$ cat src/rtl/sync_fifo_param.sv
// Single-clock FIFO with arbitrary depth, programmable almost-full/almost-empty thresholds,
// occupancy count, optional first-word-fall-through read and sticky overflow/underflow flags.
module sync_fifo_param #(
    parameter int unsigned DWIDTH    = 8,
    parameter int unsigned DEPTH     = 16,
    parameter int unsigned AFULL_TH  = 12,
    parameter int unsigned AEMPTY_TH = 4,
    parameter bit          FWFT      = 1'b0,
    localparam int unsigned AW       = (DEPTH > 1) ? $clog2(DEPTH) : 1,
    localparam int unsigned CW       = $clog2(DEPTH + 1)
) (
    input  logic              clk,
    input  logic              reset_L,
    input  logic              push,
    input  logic [DWIDTH-1:0] wdata,
    output logic              full,
    output logic              almost_full,
    input  logic              pop,
    output logic [DWIDTH-1:0] rdata,
    output logic              empty,
    output logic              almost_empty,
    output logic [CW-1:0]     count,
    input  logic              clr_err,
    output logic              overflow,
    output logic              underflow
);

    localparam logic [AW-1:0] LastIdx  = AW'(DEPTH - 1);
    localparam logic [CW-1:0] DepthCnt = CW'(DEPTH);
    localparam logic [CW-1:0] AfullCnt = CW'(AFULL_TH);
    localparam logic [CW-1:0] AemptyCnt = CW'(AEMPTY_TH);

    logic [DWIDTH-1:0] mem_q [DEPTH];

    logic [AW-1:0] wr_ptr_q, wr_ptr_d;
    logic [AW-1:0] rd_ptr_q, rd_ptr_d;
    logic [CW-1:0] count_q, count_d;
    logic          full_q, full_d;
    logic          empty_q, empty_d;
    logic          afull_q, afull_d;
    logic          aempty_q, aempty_d;
    logic          ovf_q, ovf_d;
    logic          unf_q, unf_d;

    logic push_acc;
    logic pop_acc;

    // Accepts look only at the current flags, so there is no pass-through at the limits.
    assign push_acc = push & ~full_q;
    assign pop_acc  = pop & ~empty_q;

    always_comb begin
        wr_ptr_d = wr_ptr_q;
        rd_ptr_d = rd_ptr_q;
        count_d  = count_q;

        if (push_acc) begin
            wr_ptr_d = (wr_ptr_q == LastIdx) ? '0 : wr_ptr_q + AW'(1);
        end
        if (pop_acc) begin
            rd_ptr_d = (rd_ptr_q == LastIdx) ? '0 : rd_ptr_q + AW'(1);
        end

        unique case ({push_acc, pop_acc})
            2'b10:   count_d = count_q + CW'(1);
            2'b01:   count_d = count_q - CW'(1);
            default: count_d = count_q;
        endcase
    end

    // Flags decode the next count so they are exact in the cycle the count changes.
    always_comb begin
        full_d   = (count_d == DepthCnt);
        empty_d  = (count_d == '0);
        afull_d  = (count_d >= AfullCnt);
        aempty_d = (count_d <= AemptyCnt);
    end

    // A new error in the same cycle as clr_err wins over the clear.
    always_comb begin
        ovf_d = (push & full_q) | (ovf_q & ~clr_err);
        unf_d = (pop & empty_q) | (unf_q & ~clr_err);
    end

    always_ff @(posedge clk or negedge reset_L) begin
        if (!reset_L) begin
            wr_ptr_q <= '0;
            rd_ptr_q <= '0;
            count_q  <= '0;
            full_q   <= 1'b0;
            empty_q  <= 1'b1;
            afull_q  <= 1'b0;
            aempty_q <= 1'b1;
            ovf_q    <= 1'b0;
            unf_q    <= 1'b0;
        end else begin
            wr_ptr_q <= wr_ptr_d;
            rd_ptr_q <= rd_ptr_d;
            count_q  <= count_d;
            full_q   <= full_d;
            empty_q  <= empty_d;
            afull_q  <= afull_d;
            aempty_q <= aempty_d;
            ovf_q    <= ovf_d;
            unf_q    <= unf_d;
        end
    end

    // Storage is intentionally not reset; the pointers alone define what is readable.
    always_ff @(posedge clk) begin
        if (push_acc) begin
            mem_q[wr_ptr_q] <= wdata;
        end
    end

    generate
        if (FWFT) begin : g_fwft
            assign rdata = mem_q[rd_ptr_q];
        end else begin : g_std
            logic [DWIDTH-1:0] rdata_q;

            always_ff @(posedge clk or negedge reset_L) begin
                if (!reset_L) begin
                    rdata_q <= '0;
                end else if (pop_acc) begin
                    rdata_q <= mem_q[rd_ptr_q];
                end
            end

            assign rdata = rdata_q;
        end
    endgenerate

    assign count        = count_q;
    assign full         = full_q;
    assign empty        = empty_q;
    assign almost_full  = afull_q;
    assign almost_empty = aempty_q;
    assign overflow     = ovf_q;
    assign underflow    = unf_q;

endmodule

$ cat config.mk
export PLATFORM = sky130hd
export DESIGN_NAME = sync_fifo_param
export DESIGN_NICKNAME = d
export VERILOG_FILES = /design/src/rtl/sync_fifo_param.sv
export SDC_FILE = /design/constraint.sdc
export NUM_CORES = 1
export LEC_CHECK = 0
export ABC_AREA = 1
export CAP_MARGIN = 20
export CORE_ASPECT_RATIO = 1.75
export CORE_MARGIN = 1
export CORE_UTILIZATION = 25
export DETAILED_ROUTE_END_ITERATION = 10
export PLACE_DENSITY = 0.49
export SLEW_MARGIN = 20
export SYNTH_ARGS = -nofsm -noshare
export SYNTH_HDL_FRONTEND = slang
export SYNTH_SLANG_ARGS = --single-unit
$ cat constraint.sdc
create_clock -name clk -period 6.26 [get_ports clk]
set_input_delay 1.252 -clock clk [delete_from_list [all_inputs] [get_ports clk]]
set_output_delay 1.252 -clock clk [all_outputs]
set_load 0.005 [all_outputs]
==> flow_metrics.tcl <==
set metrics [dict create \
    r2r-start "rd_ptr_q[0]$_DFFE_PN0N_" \
    worstSetupStartpointType "primary input" \
    synth-edff-count 128 \
    critPathCaptureType "register" \
    timing.setup.tns_ns 0 \
    maxCapViolations 0 \
    diodes 0 \
    rows 77 \
    crit_chain "clkdlybuf4s50_1 > inv_2 > nor2_8 > nand2_4 > nand2_1 > nand2_1 > ha_1 > o21ai_1 > inv_1 > or2_0 > nor2_2 > nand3_2 > nor2_1" \
    area_delta_synth_final_pct 19.7 \
    seq_area_frac_synth 0.703 \
    route.detailed.wl_per_inst_um 17.9 \
    crit_family "simple AND/OR/NAND/NOR gates" \
    wl_mm 15.9 \
    cp_common_cell "nand2_1" \
    maxSlewViolCount 0 \
    insertion_delay_ns 0.43 \
    clock_path_buffers 2 \
    cts_buffers 17 \
    dr.first_iter.drc_count 280 \
    period_minus_slack_ns 3.11 \
    grt_pass1_wl_mm 24.8 \
    syn_area_mm2 0.00643 \
    grt_pass1_vias 4288 \
    post-dp-hpwl_mm 10.8 \
    start_util 0.255 \
    drtPass1Iterations 5 \
    arrival_ns 3.47 \
    yosys-top-cells-count "edfxtp_1 (128), nor2_1 (81), nand2_1 (67)" \
    vdd.ir_drop.worst_mv 0.208 \
    yosysWarnings 0 \
    outcome "completed" \
    hold_start "overflow$_DFF_PN0_" \
    track_usage 0.129 \
    clock.fmax_mhz 321 \
    reg2reg_depth 7 \
    synth_area_leader_cell "edfxtp_1" \
    dieArea_mm2 0.0264 \
    required_ns 6.62 \
    drc_errors 0 \
    ys_types 32 \
    max_stage_delay_ns 0.50 \
    cts_hold_buffers 0 \
    synthTopCellsByArea "edfxtp_1 (60%), dfrtp_1 (9.7%), nor2_1 (4.7%)" \
    grt_antenna_before_repair 0 \
    port_buffers 31 \
    hold_path_depth 2 \
    path_clk_slew_ns 0.07 \
    critPathSlowestCell "clkdlybuf4s50_1" \
    gp_congestion 0.839 \
    crit_type "primary input to register" \
    max_slew_margin 0.312 \
    tightestPinTransition_ns 1.03 \
    grt-ovfl-total 0 \
    cp_max_fo 27 \
    final_util 0.305 \
    core_mm2 0.0252 \
    fin_nets 579 \
    cts.sinks 155 \
    post_cts_buffers 0 \
    io_pins 32 \
    syn_area_per_cell_um2 12.2 \
    syn-num-nets 549 \
    r2r_setup_slack_ns 3.96 \
    cts_tree "built" \
    rsz0062_at_grt "no" \
    die_y_um 214 \
    finalCritPeriodShare 0.497 \
    yosys_register_bits 155 \
    detail-route-antenna-nets 0 \
    clock_skew_ns 0.0108 \
    floorplan.die.width_um 123 \
    timing.rr.end "rdata[0]$_DFFE_PN0N_" \
    leakagePower_nw 2.67 \
    ys.flop_type "edfxtp_1" \
    drive_gt1_frac 0.110 \
    n_fill_cell 2518 \
    crit_buf_inv 3 \
    htreeDepth 4 \
    cts_root_buf "clkbuf_16" \
    setup_viol 0 \
    grt_max_degree 68 \
    synth.top_cell.area_share 0.598 \
    ctsResizeCount 0 \
    powerDensity_mw_per_mm2 470 \
    hold_class "register to register" \
    synth_cells 529 \
    via_per_inst 4.69 \
    postSynth.asyncResetShare 0.174 \
    num_vias 4163 \
    whs_endpoint "overflow$_DFF_PN0_" \
    finalHoldViolCount 0 \
    yosysMostFrequentCell "edfxtp_1" \
]
[cells by family (layout without fill, tap and decap cells)]
| kind of cell | after synthesis | in the layout | synth area share |
|---|---|---|---|
| buf+inv | 47 | 90 | 0.0319 |
| xor+xnor | 4 | 4 | 0.00545 |
| compound gates | 105 | 105 | 0.0936 |
| flops | 155 | 155 | 0.703 |
| fa+ha+maj | 7 | 7 | 0.0136 |
| simple gates | 211 | 211 | 0.152 |
[placed cells by master, fill, tap and decap left out, drive strengths merged, types with 2 or more instances in the layout]
cell type / synthesis / layout
a21oi: 16 / 16
buf: 18 / 4
clkbuf: 6 / 27
clkdlybuf4s50: 0 / 31
clkinv: 3 / 6
dfrtp: 25 / 25
dfstp: 2 / 2
edfxtp: 128 / 128
ha: 7 / 7
inv: 20 / 21
nand2: 77 / 77
nand3: 43 / 43
nand4: 4 / 4
nor2: 84 / 84
o211ai: 2 / 2
o21ai: 62 / 62
o221ai: 16 / 16
o22ai: 9 / 9
xor2: 3 / 3
[through the flow]
step / power (W) / setup WS [ns] / hold slack, ns / cell area [µm²] / instances
6_report: 0.00362 / 3.15 / 0.521 / 7690 / 888
3_5_place_dp: 0.00258 / 2.70 / 0.520 / 7050 / 856
3_3_place_gp: 0.00257 / 2.72 / 0.510 / 7050 / 856
5_1_grt: 0.00384 / 3.01 / 0.539 / 7690 / 888
4_1_cts: 0.00366 / 3.14 / 0.529 / 7690 / 888
2_1_floorplan: 0.00216 / 3.40 / 0.487 / 6430 / 529
[routing by layer]
layer  GRT usage  vias to the layer above  part of all wire
met5           0                        -                 0
met1       0.139                     2059              0.37
met3      0.0189                       24             0.032
met2       0.237                      118              0.57
met4      0.0635                        0             0.030
li1            -                     1962                 -
[worst max-delay path by stage]
stage	from	end	slack, ns	cells past startpoint
after detailed placement	pop	full$_DFF_PN0_	2.70	13
after CTS	pop	full$_DFF_PN0_	3.14	13
after floorplan	pop	empty$_DFF_PN1_	3.40	11
after global placement	pop	empty$_DFF_PN1_	2.72	13
after global routing	pop	full$_DFF_PN0_	3.01	13
final	pop	full$_DFF_PN0_	3.15	13
[registers in the layout, indices dropped and copies added, names as in the netlist]
name and cells:
almost_empty 1, wr_ptr_q 4, rdata 8, mem_q 128, count 5, overflow 1, rd_ptr_q 4, underflow 1
empty 1, full 1, almost_full 1
[where the power goes]
part	switching (W)	internal [W]	leakage (nW)
clock	0.000403	0.000673	0.317
sequential	0.000105	0.00129	1.47
combinational	0.000752	0.000391	0.883
total	0.00126	0.00236	2.67
[final cells by class]
| type | count | area (µm²) | area share |
|---|---|---|---|
| clock inverters | 5 | 36.3 | 0.00472 |
| repair buffers | 35 | 340 | 0.0442 |
| well taps | 316 | 395 | 0.0514 |
| inverters | 23 | 86.3 | 0.0112 |
| flip-flops and latches | 155 | 4520 | 0.588 |
| clock buffers | 27 | 611 | 0.0794 |
| multi-input cells | 327 | 1700 | 0.221 |
[worst reg2reg max path: cells and delay by family (launching register included)]
kind            cells  cell delay, ns
compound gates      3            0.74
flops               1            0.39
buf+inv             3            0.98
simple gates        1            0.12
No activity file was read; power rests on OpenSTA's default activity.
